### src/rtl/ts_bus_sampler_if.sv
`default_nettype none
// ============================================================================
//  Module      : ts_bus_sampler_if
//  Description : Lane bus (drive enables + data) and the record stream
//                (valid/ready with drive/data/stamp payload) between the
//                tristate lane bus, the sampler and its consumer.
//  Revision    : 1.0 - initial release
// ============================================================================
interface ts_bus_sampler_if #(
    parameter int LANES   = 4,
    parameter int STAMP_W = 4
);
    logic [LANES-1:0]   drive;
    logic [LANES-1:0]   d;
    logic               rec_valid;
    logic               rec_ready;
    logic [LANES-1:0]   rec_drive;
    logic [LANES-1:0]   rec_data;
    logic [STAMP_W-1:0] rec_stamp;

    // Sampler side: reads the lanes, produces records.
    modport master (
        input  drive, d, rec_ready,
        output rec_valid, rec_drive, rec_data, rec_stamp
    );

    // Generator/consumer side: drives the lanes, drains records.
    modport slave (
        output drive, d, rec_ready,
        input  rec_valid, rec_drive, rec_data, rec_stamp
    );
endinterface
`default_nettype wire

### src/rtl/ts_bus_sampler.sv
`default_nettype none
// ============================================================================
//  Module      : ts_bus_sampler
//  Description : Receive end of the tristate lane bus. Keeps a bus-keeper
//                image of every lane and queues one record per cycle in which
//                any lane is driven; records drain through valid/ready.
//                Optional feature macro TS_BUS_SAMPLER_STAMP_EN builds the
//                free-running cycle stamp and its FIFO field; without it
//                rec_stamp is tied to zero.
//  Revision    : 1.0 - initial release
// ============================================================================
module ts_bus_sampler #(
    parameter int LANES   = 4,
    parameter int DEPTH   = 8,
    parameter int STAMP_W = 4
) (
    input  logic                    clk,
    input  logic                    rst_n,
    ts_bus_sampler_if.master        bus,
    output logic [LANES-1:0]        keep,
    output logic [$clog2(DEPTH):0]  count,
    output logic                    overflow,
    input  logic                    clear
);
    localparam int                 c_ADDR_W = $clog2(DEPTH);
    localparam int                 c_CNT_W  = c_ADDR_W + 1;
    localparam logic [c_CNT_W-1:0] c_FULL   = c_CNT_W'(DEPTH);

    logic [LANES-1:0]    r_mem_drive [0:DEPTH-1];
    logic [LANES-1:0]    r_mem_data  [0:DEPTH-1];
    logic [c_ADDR_W-1:0] r_wr_ptr;
    logic [c_ADDR_W-1:0] r_rd_ptr;
    logic [c_CNT_W-1:0]  r_count;
    logic                r_overflow;
    logic [LANES-1:0]    r_keep;

    logic w_valid;
    logic w_push;
    logic w_pop;
    logic w_full;
    logic w_wr_en;
    logic w_drop;

    // A record exists whenever any lane is driven; a full FIFO only accepts
    // it if the head leaves in the same cycle, otherwise it is dropped.
    assign w_valid = (r_count != '0);
    assign w_push  = |bus.drive;
    assign w_pop   = w_valid & bus.rec_ready;
    assign w_full  = (r_count == c_FULL);
    assign w_wr_en = w_push & (~w_full | w_pop);
    assign w_drop  = w_push & w_full & ~w_pop;

    // Bus keeper: each lane remembers the last value driven onto it.
    always_ff @(posedge clk or negedge rst_n) begin
        if (!rst_n) begin
            r_keep <= '0;
        end else begin
            r_keep <= (r_keep & ~bus.drive) | (bus.d & bus.drive);
        end
    end

    // Record storage; contents are don't-care until covered by the count.
    always_ff @(posedge clk) begin
        if (w_wr_en) begin
            r_mem_drive[r_wr_ptr] <= bus.drive;
            r_mem_data[r_wr_ptr]  <= bus.d & bus.drive;
        end
    end

    // Pointers and occupancy; DEPTH is a power of two so pointers wrap freely.
    always_ff @(posedge clk or negedge rst_n) begin
        if (!rst_n) begin
            r_wr_ptr <= '0;
            r_rd_ptr <= '0;
            r_count  <= '0;
        end else begin
            if (w_wr_en) begin
                r_wr_ptr <= r_wr_ptr + c_ADDR_W'(1);
            end
            if (w_pop) begin
                r_rd_ptr <= r_rd_ptr + c_ADDR_W'(1);
            end
            case ({w_wr_en, w_pop})
                2'b10:   r_count <= r_count + c_CNT_W'(1);
                2'b01:   r_count <= r_count - c_CNT_W'(1);
                default: r_count <= r_count;
            endcase
        end
    end

    // Sticky drop flag; a drop in the same cycle as clear keeps it set.
    always_ff @(posedge clk or negedge rst_n) begin
        if (!rst_n) begin
            r_overflow <= 1'b0;
        end else if (w_drop) begin
            r_overflow <= 1'b1;
        end else if (clear) begin
            r_overflow <= 1'b0;
        end
    end

`ifdef TS_BUS_SAMPLER_STAMP_EN
    logic [STAMP_W-1:0] r_stamp;
    logic [STAMP_W-1:0] r_mem_stamp [0:DEPTH-1];

    // Free-running cycle stamp; a record takes the pre-increment value.
    always_ff @(posedge clk or negedge rst_n) begin
        if (!rst_n) begin
            r_stamp <= '0;
        end else begin
            r_stamp <= r_stamp + STAMP_W'(1);
        end
    end

    // Stamp field of the record storage, written alongside drive/data.
    always_ff @(posedge clk) begin
        if (w_wr_en) begin
            r_mem_stamp[r_wr_ptr] <= r_stamp;
        end
    end

    assign bus.rec_stamp = w_valid ? r_mem_stamp[r_rd_ptr] : '0;
`else
    assign bus.rec_stamp = '0;
`endif

    // Head record is presented straight from storage; zero when empty.
    assign bus.rec_valid = w_valid;
    assign bus.rec_drive = w_valid ? r_mem_drive[r_rd_ptr] : '0;
    assign bus.rec_data  = w_valid ? r_mem_data[r_rd_ptr]  : '0;

    assign keep     = r_keep;
    assign count    = r_count;
    assign overflow = r_overflow;

endmodule
`default_nettype wire
### src/flat_wrapper.sv
// flat-port wrapper written by rule: the top's interface ports become plain ports
module ts_bus_sampler_flat 
#(
    parameter int LANES   = 4,
    parameter int DEPTH   = 8,
    parameter int STAMP_W = 4
)
  (clk, rst_n, keep, count, overflow, clear, bus_drive, bus_d, bus_rec_ready, bus_rec_valid, bus_rec_drive, bus_rec_data, bus_rec_stamp);
  ts_bus_sampler_if #(.LANES(LANES), .STAMP_W(STAMP_W)) bus_i ();
  input  logic clk;
  input  logic rst_n;
  output logic [LANES-1:0] keep;
  output logic [$clog2(DEPTH):0] count;
  output logic overflow;
  input  logic clear;
  input wire logic [$bits(bus_i.drive)-1:0] bus_drive;
  input wire logic [$bits(bus_i.d)-1:0] bus_d;
  input wire logic [$bits(bus_i.rec_ready)-1:0] bus_rec_ready;
  output wire logic [$bits(bus_i.rec_valid)-1:0] bus_rec_valid;
  output wire logic [$bits(bus_i.rec_drive)-1:0] bus_rec_drive;
  output wire logic [$bits(bus_i.rec_data)-1:0] bus_rec_data;
  output wire logic [$bits(bus_i.rec_stamp)-1:0] bus_rec_stamp;
  assign bus_i.drive = bus_drive;
  assign bus_i.d = bus_d;
  assign bus_i.rec_ready = bus_rec_ready;
  assign bus_rec_valid = bus_i.rec_valid;
  assign bus_rec_drive = bus_i.rec_drive;
  assign bus_rec_data = bus_i.rec_data;
  assign bus_rec_stamp = bus_i.rec_stamp;
  ts_bus_sampler #(.LANES(LANES), .DEPTH(DEPTH), .STAMP_W(STAMP_W)) u_core (.clk(clk), .rst_n(rst_n), .bus(bus_i), .keep(keep), .count(count), .overflow(overflow), .clear(clear));
endmodule
### config.mk
export PLATFORM = sky130hd
export DESIGN_NAME = ts_bus_sampler_flat
export DESIGN_NICKNAME = d
export VERILOG_FILES = /design/src/rtl/ts_bus_sampler_if.sv /design/src/rtl/ts_bus_sampler.sv /design/src/flat_wrapper.sv
export SDC_FILE = /design/constraint.sdc
export NUM_CORES = 1
export LEC_CHECK = 0
export CORE_MARGIN = 3
export CORE_UTILIZATION = 50
export CTS_CLUSTER_DIAMETER = 30
export DETAILED_ROUTE_END_ITERATION = 8
export GPL_TIMING_DRIVEN = 1
export PLACE_DENSITY = 0.67
export SLEW_MARGIN = 20
export SYNTH_ARGS = -nofsm -noshare
export SYNTH_HDL_FRONTEND = slang
export SYNTH_SLANG_ARGS = --single-unit
export TNS_END_PERCENT = 5
### constraint.sdc
create_clock -name clk -period 5.3 [get_ports clk]
set_input_delay 1.06 -clock clk [delete_from_list [all_inputs] [get_ports clk]]
set_output_delay 1.06 -clock clk [all_outputs]
set_load 0.01 [all_outputs]
## Word level (Yosys, flattened, before mapping)

Memories as Yosys holds them, arrays and structs flattened.
Index checks and enable logic that the tools add are counted.

- Register bits: 15
- Bits in writable memories: 64
- Logic and storage cells: 36
- Memories kept: 2

Memory list:

| memory | words | width | rd ports | clocked after Yosys merged registers in | write ports | RTL line | text |
|---|---|---|---|---|---|---|---|
| u_core.r_mem_data | 8 | 4 | 1 | 0 | 1 | ts_bus_sampler.sv:30 | `logic [LANES-1:0] r_mem_data [0:DEPTH-1];` |
| u_core.r_mem_drive | 8 | 4 | 1 | 0 | 1 | ts_bus_sampler.sv:29 | `logic [LANES-1:0] r_mem_drive [0:DEPTH-1];` |

- Eq/ne operators: 3
- Bitwise logic cells: 11
- Multiplexer cells: 7
- Reductions and logical operators: 4
- Add/subtract/negate cells: 4

Operators by type and width:

| operator | count |
|---|---|
| 4-bit bitwise AND | 2 |
| 4-bit 2-to-1 mux | 2 |
| 4-bit case mux with 2 select lines | 1 |
| 3-bit by 1-bit adder with 3-bit output, second input constant | 2 |
| 4-bit by 1-bit adder with 4-bit output, second input constant | 1 |
| 1-bit bitwise AND | 4 |
| 4-bit equality test, second input constant | 1 |
| 1-bit 2-to-1 mux | 4 |
| 4-bit inverter | 1 |
| 4-bit bitwise OR | 1 |
| 2-bit nonzero test | 2 |
| 4-bit nonzero test | 1 |
| 4-bit OR reduction | 1 |
| 4-bit by 1-bit subtractor with 4-bit output, second input constant | 1 |
| 2-bit by 1-bit equality test with 1-bit output, second input constant | 1 |
| 2-bit equality test, second input constant | 1 |
| 1-bit inverter | 2 |
| 1-bit bitwise OR | 1 |

## Logic depth before layout (Yosys ltp)

Gate-level depths: netlist of run 1.

- Word-level depth: 6
- Mapped depth: 8
- Mapped depth without buffers: 7

## Worst setup path before layout of run 1

Ideal clock, no wire load.

- Path kind: in2reg
- From: in bus_rec_ready
- To: mem u_core.r_mem_data[0][0], enable pin
- Arrival time: 2.491 ns
- Stages: 4
- Setup slack: 2.414 ns
- Buffers on the path: 1
- Path through: clkbuf_1 -> nand2b_1 -> o21ai_4 -> nor4_1

- Longest elaborated chain between the ends: 5

RTL lines:

| what | RTL line | text |
|---|---|---|
| from (decl) | flat_wrapper.sv:18 | `input wire logic [$bits(bus_i.rec_ready)-1:0] bus_rec_ready;` |
| 1-bit bitwise AND | ts_bus_sampler.sv:48 | `assign w_pop = w_valid & bus.rec_ready;` |
| 1-bit bitwise OR | ts_bus_sampler.sv:50 | `assign w_wr_en = w_push & (~w_full \| w_pop);` |
| 1-bit bitwise AND | ts_bus_sampler.sv:50 |  |
| 1-bit 2-to-1 mux | ts_bus_sampler.sv:64 | `if (w_wr_en) begin` |
| 1-bit 2-to-1 mux (not written as such) | ts_bus_sampler.sv:66 | `r_mem_data[r_wr_ptr] <= bus.d & bus.drive;` |
| to (decl) | ts_bus_sampler.sv:30 |  |

Every way passes these cells.

## Worst setup path in the final report of run 1

- From: reg u_core.r_count[1] (netlist: u_core.count[1])
- To: out bus_rec_valid

- Longest elaborated chain between the ends: 1

RTL lines:

| what | RTL line | text |
|---|---|---|
| from (decl) | ts_bus_sampler.sv:33 | `logic [c_CNT_W-1:0] r_count;` |
| from (signal assigned) | ts_bus_sampler.sv:84 | `2'b10: r_count <= r_count + c_CNT_W'(1);` |
| from (signal assigned) | ts_bus_sampler.sv:85 | `2'b01: r_count <= r_count - c_CNT_W'(1);` |
| from (signal assigned) | ts_bus_sampler.sv:86 | `default: r_count <= r_count;` |
| 4-bit nonzero test | ts_bus_sampler.sv:46 | `assign w_valid = (r_count != '0);` |
| to (decl) | flat_wrapper.sv:19 | `output wire logic [$bits(bus_i.rec_valid)-1:0] bus_rec_valid;` |

Every way passes these cells.

==> results of run 1 <==
[registers in the layout, summed over array words and instances, names as in the netlist, named ones only]
signal / cells
u_core.count: 4
u_core.overflow: 1
u_core.r_mem_data: 32
u_core.r_mem_drive: 32
u_core.r_rd_ptr: 3
u_core.r_wr_ptr: 3
[power by group through the flow]
| stage | Combinational, mW | Clock (mW) | Sequential [mW] |
|---|---|---|---|
| floorplan | 0.552 | 0 | 0.934 |
| global placement | 0.732 | 0 | 1.04 |
| detailed placement | 0.748 | 0 | 1.05 |
| CTS | 0.752 | 0.500 | 1.04 |
| global route | 0.800 | 0.528 | 1.06 |
| finish | 0.740 | 0.487 | 1.04 |
[routing by layer]
metal | GRT usage [%] | share of wire, % | routed length, um | vias to the layer above
met2 | 26.2 | 49 | 3180 | 59
met3 | 4.66 | 4.5 | 292 | 6
met4 | 7.97 | 1.1 | 70 | 0
li1 | - | - | - | 840
met5 | 0 | 0 | 0 | -
met1 | 26.2 | 45 | 2950 | 941
[layout make-up]
type                    count  area [um^2]  share of cell area [%]
repair buffers             31          305                    7.69
inverters                   5         18.8                   0.473
well taps                  77         96.3                    2.43
multi-input cells         103         1030                    26.0
clock buffers              10          128                    3.21
flip-flops and latches     79         2300                    57.9
clock inverters             6         91.3                    2.30
[worst max-delay path: stages (launching register included)]
cell and delay, ns:
sky130_fd_sc_hd__dfrtp_1 0.49, sky130_fd_sc_hd__or3_1 0.59, sky130_fd_sc_hd__nor2_4 0.34, sky130_fd_sc_hd__inv_1 0.13
sky130_fd_sc_hd__clkdlybuf4s50_1 0.50
[metrics by stage]
step / power (mW) / area (um^2) / worst slack (ns) / util (%)
after global routing: 2.39 / 3970 / 1.69 / 61.1
after global placement: 1.77 / 3750 / 1.77 / 57.7
after CTS: 2.29 / 3970 / 1.42 / 61.0
final: 2.26 / 3970 / 1.84 / 61.1
after floorplan: 1.49 / 3430 / 2.41 / -
after detailed placement: 1.80 / 3750 / 1.61 / 57.7
[cells in the final DEF (no fill, tap or decap), types with 2 or more instances in the layout]
master                            synthesis  layout
sky130_fd_sc_hd__nand2b_1                 4       4
sky130_fd_sc_hd__mux4_2                  16      16
sky130_fd_sc_hd__ha_1                     3       3
sky130_fd_sc_hd__inv_1                    5       5
sky130_fd_sc_hd__nor4_1                   2       2
sky130_fd_sc_hd__inv_6                    0       2
sky130_fd_sc_hd__o41ai_2                  2       2
sky130_fd_sc_hd__mux2_2                   4       4
sky130_fd_sc_hd__o211ai_1                 3       3
sky130_fd_sc_hd__xnor2_1                  4       4
sky130_fd_sc_hd__edfxtp_1                64      64
sky130_fd_sc_hd__and2_1                   5       5
sky130_fd_sc_hd__buf_4                    6       2
sky130_fd_sc_hd__nor3_2                   0       3
sky130_fd_sc_hd__clkdlybuf4s50_1          0      29
sky130_fd_sc_hd__nor2_1                  13      13
sky130_fd_sc_hd__conb_1                   1       4
sky130_fd_sc_hd__bufinv_16                0       2
sky130_fd_sc_hd__mux2i_1                  8       8
sky130_fd_sc_hd__clkbuf_8                 0       9
sky130_fd_sc_hd__nand2_1                  8       8
sky130_fd_sc_hd__dfrtp_1                 15      14
[kinds of logic (layout without fill, tap and decap cells)]
| group | count (synthesis) | count (layout) |
|---|---|---|
| xor gates and xnor gates | 4 | 4 |
| other | 1 | 4 |
| buffers and inverters | 19 | 52 |
| adders and majority gates | 3 | 3 |
| DFF | 79 | 79 |
| AOI/OAI and AO/OA | 18 | 18 |
| muxes | 30 | 30 |
| and+or+nand+nor | 44 | 44 |
[final timing paths]
kind	start	to	slack (ns)	cells past startpoint
worst max-delay path	u_core.count[1]	bus_rec_valid	1.84	4
worst min-delay path	flip-flop	flip-flop	0.51	1
worst max register to register	u_core.count[0]	u_core.r_mem_data[5][0]	2.83	3
worst min register to register	flip-flop	flip-flop	0.51	1
max in group asynchronous	rst_n	u_core.r_rd_ptr[0]	3.61	1
min in group asynchronous	rst_n	asynchronous set/reset pin	1.16	1
==> results_tabular.tex, run 1 <==
\begin{tabular}{lr}
\hline
Metric & Value \\
\hline
\multicolumn{2}{l}{\textbf{Floorplan}} \\
\quad Total die area & 7860 um\^{}2 \\
\quad Effective utilization at floorplan & 52.6\% \\
\quad Number of top-level pins & 34 \\
\quad Row Count & 29 \\
\quad X dimension of the die & 88.7 um \\
\quad Die Height & 88.7 um \\
\quad Standard cell core area & 6490 um\^{}2 \\
\multicolumn{2}{l}{\textbf{Final layout}} \\
\quad Growth of design area from synthesis to finish & 16.2\% \\
\quad Number of diodes & 0 \\
\quad Cell Count, Final, Fillers Out & 311 \\
\quad Filler cells & 469 \\
\quad Fraction of layout instances using a drive strength above 1 & 21.8\% \\
\quad Net count of the finished layout & 244 \\
\multicolumn{2}{l}{\textbf{Logic synthesis}} \\
\quad Post-Synth Simple-Gate Area & 6.88\% \\
\quad Main combinational cell family by area after synthesis & multiplexers \\
\quad Sequential element share of the synthesized area & 67.2\% \\
\quad Adder and majority cell fraction of the synthesized area & 1.10\% \\
\quad Predominant post-synthesis flop cell & sky130\_fd\_sc\_hd\_\_edfxtp\_1 \\
\quad Mapped cell area & 3420 um\^{}2 \\
\quad Synth top area cells & sky130\_fd\_sc\_hd\_\_edfxtp\_1 56\%, sky130\_fd\_sc\_hd\_\_dfrtp\_1 11\%, sky130\_fd\_sc\_hd\_\_mux4\_2 11\% \\
\quad Share of flip-flops with an asynchronous set or reset & 19.0\% \\
\quad Commonest cells post-synth & 64 x sky130\_fd\_sc\_hd\_\_edfxtp\_1, 16 x sky130\_fd\_sc\_hd\_\_mux4\_2, 15 x sky130\_fd\_sc\_hd\_\_dfrtp\_1, 13 x sky130\_fd\_sc\_hd\_\_nor2\_1 \\
\quad Average size of a mapped cell & 17.3 um\^{}2 \\
\quad Flip-flop and latch count after synthesis & 79 \\
\quad Fraction of synthesized cell area in xor and xnor cells & 1.03\% \\
\quad Share of the synthesized area in compound gates (AO/OA/AOI/OAI) & 5.38\% \\
\quad Area fraction of the dominant cell type after synthesis & 56.2\% \\
\quad Most common cell in the netlist & sky130\_fd\_sc\_hd\_\_edfxtp\_1 \\
\quad Count of different cell masters after synthesis & 46 \\
\quad Count of flip-flops with a built-in enable after synthesis & 64 \\
\quad Portion of netlist area occupied by mux cells & 15.0\% \\
\quad Number of standard cells after synthesis & 198 \\
\quad Ys Warns & 0 \\
\quad Largest area contributor in the synthesized netlist & sky130\_fd\_sc\_hd\_\_edfxtp\_1 \\
\multicolumn{2}{l}{\textbf{Worst setup path}} \\
\quad CP max FO & 9 \\
\quad Kind of end point of the critical path & output port \\
\quad Worst Path Required & 4.24 ns \\
\quad Critical path launch point type & flip-flop \\
\quad Data arrival time at the worst-slack endpoint & 2.40 ns \\
\quad Critical path class & flip-flop to output port \\
\multicolumn{2}{l}{\textbf{Place}} \\
\quad Cell Count Post-Placement & 295 \\
\quad Number of buffers inserted by port buffering & 29 \\
\quad Detailed Place HPWL & 4240 um \\
\quad Routability congestion estimate from global placement & 0.753 \\
\multicolumn{2}{l}{\textbf{STA}} \\
\quad Maximum clock rate & 0.289 GHz \\
\quad RSZ-0062 raised after global routing & false \\
\quad Final-report hold violation count & 0 \\
\quad Summed negative setup slack over all endpoints & 0 ns \\
\quad Final-report setup violation count & 0 \\
\quad Transition time at the pin with the least slew margin & 1.01 ns \\
\quad Worst hold margin & 0.515 ns \\
\quad Max-slew headroom & 32.2\% \\
\quad Pins Over Slew Limit & 0 \\
\quad Period utilisation layout & 65.3\% \\
\quad Period minus WS final & 3.46 ns \\
\quad Final setup skew & 0.00901 ns \\
\multicolumn{2}{l}{\textbf{CTS}} \\
\quad Number of buffers added for setup after CTS & 0 \\
\quad Buffer depth of the longest clock path & 2 \\
\quad Clock latency on the worst-skew pair & 0.35 ns \\
\quad Post-cts repair resize count & 0 \\
\quad Clock tree from TritonCTS & built \\
\quad Clock-pin slew on the worst setup and hold paths & 0.08 ns \\
\quad Count of hold buffers inserted by post-cts repair & 0 \\
\quad H-tree lvl count & 3 \\
\quad Cell at the root of the clock tree & sky130\_fd\_sc\_hd\_\_clkbuf\_8 \\
\quad Number of buffers created by CTS & 9 \\
\quad Number of sinks driven by the clock tree & 79 \\
\multicolumn{2}{l}{\textbf{Routing}} \\
\quad Remaining DRCs & 0 \\
\quad Initial DRC count & 123 \\
\quad Number of detailed-routing iterations run before antenna repair & 5 \\
\quad Average wire per cell in the routed design & 20.9 um \\
\quad Routed vias & 1,846 \\
\quad Post-DRT Antenna Nets & 0 \\
\quad Via count normalized by instance count & 5.94 \\
\quad Total Routed Length & 6500 um \\
\multicolumn{2}{l}{\textbf{Flow run}} \\
\quad Count of maximum capacitance violations & 0 \\
\multicolumn{2}{l}{\textbf{Pwr}} \\
\quad Internal & 1.54 mW \\
\quad Fraction of power consumed by combinational cells & 32.7\% \\
\quad Reported net switching power & 0.727 mW \\
\quad Worst ir drop on vdd & 0.346 mV \\
\quad LEAKAGE & 1.38 nW \\
\quad Net switching share of the total power & 32.2\% \\
\quad Part of the power in the clock network & 21.5\% \\
\quad Sequential cell fraction of total power & 45.8\% \\
\quad Pwr/cell area & 570 nW/um\^{}2 \\
\multicolumn{2}{l}{\textbf{Global route}} \\
\quad Total global-route track usage & 18.2\% \\
\quad First-pass GRT wire length & 10,100 um \\
\quad GR Overflow Total & 0 \\
\quad Largest net degree at the start of global routing & 19 \\
\quad Antenna violations before repair & 0 \\
\quad Number of global-route vias before repair & 1,866 \\
\multicolumn{2}{l}{\textbf{Min path}} \\
\quad HP Class & flip-flop to flip-flop \\
\multicolumn{2}{l}{\textbf{Run status}} \\
\quad Result of the run & finished clean \\
\hline
\end{tabular}
Note: power is estimated with default switching activity, not from simulation.
==> inputs of run 2 (changes only) <==
==> constraint.sdc (replaced) <==
create_clock -name clk -period 3.25 [get_ports clk]
set_input_delay 0.65 -clock clk [delete_from_list [all_inputs] [get_ports clk]]
set_output_delay 0.65 -clock clk [all_outputs]
set_load 0.01 [all_outputs]
==> run 2 against run 1 <==
Effect of this change:
- via count is 3.8% higher
- clock skew decreased by 0.0028 ns
- critical path depth stayed put
- first-iteration DRC count grew 33%
- utilization rose by 0.64 points
- combinational power is 85% higher
- worst hold slack got worse by 0.0021 ns
- sequential power increased by 52%
- clock power is 31% higher
- critical path type unchanged
- largest power group unchanged
- highest routed layer unchanged
==> results_tabular.tex, run 2 (synthesis gave the netlist of run 1 again) <==
\begin{tabular}{lr}
\hline
Metric & Value \\
\hline
\multicolumn{2}{l}{\textbf{Run status}} \\
\quad Result of the run & finished clean \\
\multicolumn{2}{l}{\textbf{Routing}} \\
\quad Initial DRC count & 163 (+33\%) \\
\quad Post-DRT Antenna Nets & 0 (unchanged) \\
\quad Average wire per cell in the routed design & 20.0 um (-4.1\%) \\
\quad Number of detailed-routing iterations run before antenna repair & 4 (-1) \\
\quad Routed vias & 1,917 (+3.8\%) \\
\quad Remaining DRCs & 0 (unchanged) \\
\quad Total Routed Length & 6510 um (+0.23\%) \\
\quad Via count normalized by instance count & 5.90 (-0.63\%) \\
\multicolumn{2}{l}{\textbf{CTS}} \\
\quad Count of hold buffers inserted by post-cts repair & 0 (unchanged) \\
\quad Clock tree from TritonCTS & built \\
\quad H-tree lvl count & 3 (unchanged) \\
\quad Number of buffers created by CTS & 9 (unchanged) \\
\quad Cell at the root of the clock tree & sky130\_fd\_sc\_hd\_\_clkbuf\_8 \\
\quad Clock-pin slew on the worst setup and hold paths & 0.07 ns (about the same) \\
\quad Number of buffers added for setup after CTS & 0 (unchanged) \\
\quad Post-cts repair resize count & 0 (unchanged) \\
\quad Number of sinks driven by the clock tree & 79 (unchanged) \\
\quad Buffer depth of the longest clock path & 2 (unchanged) \\
\quad Clock latency on the worst-skew pair & 0.34 ns (about the same) \\
\multicolumn{2}{l}{\textbf{Final layout}} \\
\quad Area occupied by registers & 2300 um\^{}2 (about the same) \\
\quad Number of diodes & 0 (unchanged) \\
\quad Net count of the finished layout & 258 (+5.7\%) \\
\quad Commonest non-fill, non-tap cells in the layout & 64 x sky130\_fd\_sc\_hd\_\_edfxtp\_1, 29 x sky130\_fd\_sc\_hd\_\_clkdlybuf4s50\_1, 16 x sky130\_fd\_sc\_hd\_\_mux4\_2, 16 x sky130\_fd\_sc\_hd\_\_buf\_4, 15 x sky130\_fd\_sc\_hd\_\_dfrtp\_1 \\
\quad Share of the core filled with cells in the final layout & 61.8\% (+0.64 points) \\
\quad Most common library cell in the layout ignoring fill and taps & sky130\_fd\_sc\_hd\_\_edfxtp\_1 \\
\quad Fraction of layout instances using a drive strength above 1 & 23.4\% (+1.6 points) \\
\quad Filler cells & 472 (+0.64\%) \\
\quad Growth of design area from synthesis to finish & 17.4\% \\
\quad Total area of multi-input combinational cells & 1020 um\^{}2 (-1.5\%) \\
\multicolumn{2}{l}{\textbf{Place}} \\
\quad Detailed Place HPWL & 4420 um (+4.3\%) \\
\quad Number of buffers inserted by port buffering & 29 (unchanged) \\
\quad Routability congestion estimate from global placement & 0.800 (+6.2\%) \\
\multicolumn{2}{l}{\textbf{Worst setup path}} \\
\quad Cell chain of the critical path & or3\_1, nor2\_4, inv\_1, clkdlybuf4s50\_1 \\
\quad Worst reg-to-reg setup slack & 1.00 ns (-1.83 ns) \\
\quad Number of stages on the worst setup path & 4 (unchanged) \\
\quad Number of buffer and inverter stages on the critical path & 2 (unchanged) \\
\quad Cells on worst reg2reg path & 4 (+1) \\
\quad Critical path class & flip-flop to output port \\
\quad Max stage delay on crit path & 0.55 ns (-0.04 ns) \\
\quad Slowest library cell on the worst path & sky130\_fd\_sc\_hd\_\_or3\_1 \\
\quad CP max FO & 11 (+2) \\
\quad Kind of end point of the critical path & output port \\
\quad Critical path launch point type & flip-flop \\
\quad Cell family contributing the most delay on the critical path & simple AND/OR/NAND/NOR gates \\
\quad Worst Path Required & 2.60 ns (-1.64 ns) \\
\quad Data arrival time at the worst-slack endpoint & 2.37 ns (-0.03 ns) \\
\multicolumn{2}{l}{\textbf{Flow run}} \\
\quad Count of maximum capacitance violations & 0 (unchanged) \\
\multicolumn{2}{l}{\textbf{Global route}} \\
\quad GR Overflow Total & 0 (unchanged) \\
\quad Largest net degree at the start of global routing & 19 (unchanged) \\
\quad Total global-route track usage & 18.8\% (+0.63 points) \\
\quad Global-route layer with the greatest usage & met2 \\
\quad Fraction of met3 tracks used by global routing & 5.12\% (+0.47 points) \\
\quad Number of global-route vias before repair & 1,890 (+1.3\%) \\
\quad First-pass GRT wire length & 10,500 um (+4.3\%) \\
\quad Met1 demand-to-capacity share in global routing & 26.8\% (+0.61 points) \\
\quad GR Util met2 & 28.5\% (+2.2 points) \\
\quad Antenna violations before repair & 0 (unchanged) \\
\multicolumn{2}{l}{\textbf{Floorplan}} \\
\quad Die Height & 88.7 um (unchanged) \\
\quad Standard cell core area & 6490 um\^{}2 (unchanged) \\
\quad Number of top-level pins & 34 (unchanged) \\
\quad Total die area & 7860 um\^{}2 (unchanged) \\
\quad Row Count & 29 (unchanged) \\
\quad Effective utilization at floorplan & 52.6\% (unchanged) \\
\quad X dimension of the die & 88.7 um (unchanged) \\
\multicolumn{2}{l}{\textbf{STA}} \\
\quad Summed negative setup slack over all endpoints & 0 ns (unchanged) \\
\quad Final-report setup violation count & 0 (unchanged) \\
\quad Final-report hold violation count & 0 (unchanged) \\
\quad Transition time at the pin with the least slew margin & 0.773 ns (-0.240 ns) \\
\quad Max-slew headroom & 48.3\% (+16 points) \\
\quad Maximum clock rate & 0.331 GHz \\
\quad RSZ-0062 raised after global routing & false \\
\quad Pins Over Slew Limit & 0 (unchanged) \\
\quad Period minus WS final & 3.02 ns \\
\quad Final setup skew & 0.00625 ns (-0.00276 ns) \\
\quad Period utilisation layout & 92.8\% \\
\multicolumn{2}{l}{\textbf{Pwr}} \\
\quad Sequential cell fraction of total power & 44.0\% (-1.8 points) \\
\quad Part of the power in the clock network & 17.7\% (-3.8 points) \\
\quad Net switching share of the total power & 32.1\% (-0.044 points) \\
\quad LEAKAGE & 1.42 nW (+3.2\%) \\
\quad Reported net switching power & 1.15 mW (+58\%) \\
\quad Worst ir drop on vdd & 0.458 mV (+32\%) \\
\quad Pwr/cell area & 894 nW/um\^{}2 (+57\%) \\
\quad Internal & 2.44 mW (+59\%) \\
\quad Fraction of power consumed by combinational cells & 38.3\% (+5.6 points) \\
\multicolumn{2}{l}{\textbf{Min path}} \\
\quad HP Class & flip-flop to flip-flop \\
\quad Hold Path Cell Cnt & 1 (unchanged) \\
\hline
\end{tabular}
[run 2: cell count changes in the layout (fill, tap and decap cells not counted), sizes merged]
cell and change:
bufinv -2, clkbuf +5, clkinv -1, buf +14, inv -2
[run 2: power groups by stage]
stage	Sequential, mW	Clock [mW]	Combinational [mW]
after CTS	1.58	0.655	1.40
after detailed placement	1.60	0	1.39
after global routing	1.61	0.710	1.50
after global placement	1.58	0	1.37
after floorplan	1.52	0	0.901
final	1.58	0.636	1.37
[run 2: area by class of cell]
| cell class | instances | share of cell area, % |
|---|---|---|
| multi-input cells | 103 | 25.4 |
| clock buffers | 15 | 4.15 |
| clock inverters | 1 | 0.125 |
| well taps | 77 | 2.40 |
| inverters | 5 | 0.468 |
| repair buffers | 45 | 10.2 |
| flip-flops and latches | 79 | 57.2 |
[run 2: final timing paths]
check | start | end
worst max register to register | u_core.count[0] | u_core.r_mem_data[1][1]
worst max-delay path | u_core.count[0] | bus_rec_valid
min in group asynchronous | rst_n | u_core.count[0]
worst min register to register | flip-flop | flip-flop
max in group asynchronous | rst_n | asynchronous set/reset pin
worst min-delay path | flip-flop | flip-flop
[run 2: per-stage QoR]
stage	worst slack (ns)	area, um^2	power (mW)	hold slack [ns]	instances
detailed placement	0.431	3840	2.99	0.496	309
CTS	0.234	4010	3.63	0.520	325
finish	0.232	4010	3.59	0.513	325
global route	0.134	4010	3.81	0.541	325
global placement	0.512	3840	2.95	0.488	309
floorplan	0.774	3430	2.42	0.354	201
[run 2: layer usage]
| metal | vias to the layer above | share of wire [%] |
|---|---|---|
| met1 | 983 | 48 |
| met2 | 60 | 46 |
| met4 | 0 | 1.5 |
| li1 | 862 | - |
| met3 | 12 | 4.6 |
| met5 | - | 0 |
==> inputs of run 3 (changes only) <==
--- a/config.mk
+++ b/config.mk
@@ -9,6 +9,7 @@
 export CORE_UTILIZATION = 50
 export CTS_CLUSTER_DIAMETER = 30
 export DETAILED_ROUTE_END_ITERATION = 8
+export GPL_ROUTABILITY_DRIVEN = 0
 export GPL_TIMING_DRIVEN = 1
 export PLACE_DENSITY = 0.67
 export SLEW_MARGIN = 20
==> results of run 3 <==
Same layout as run 2: the final DEF is identical, and so are final timing and power.
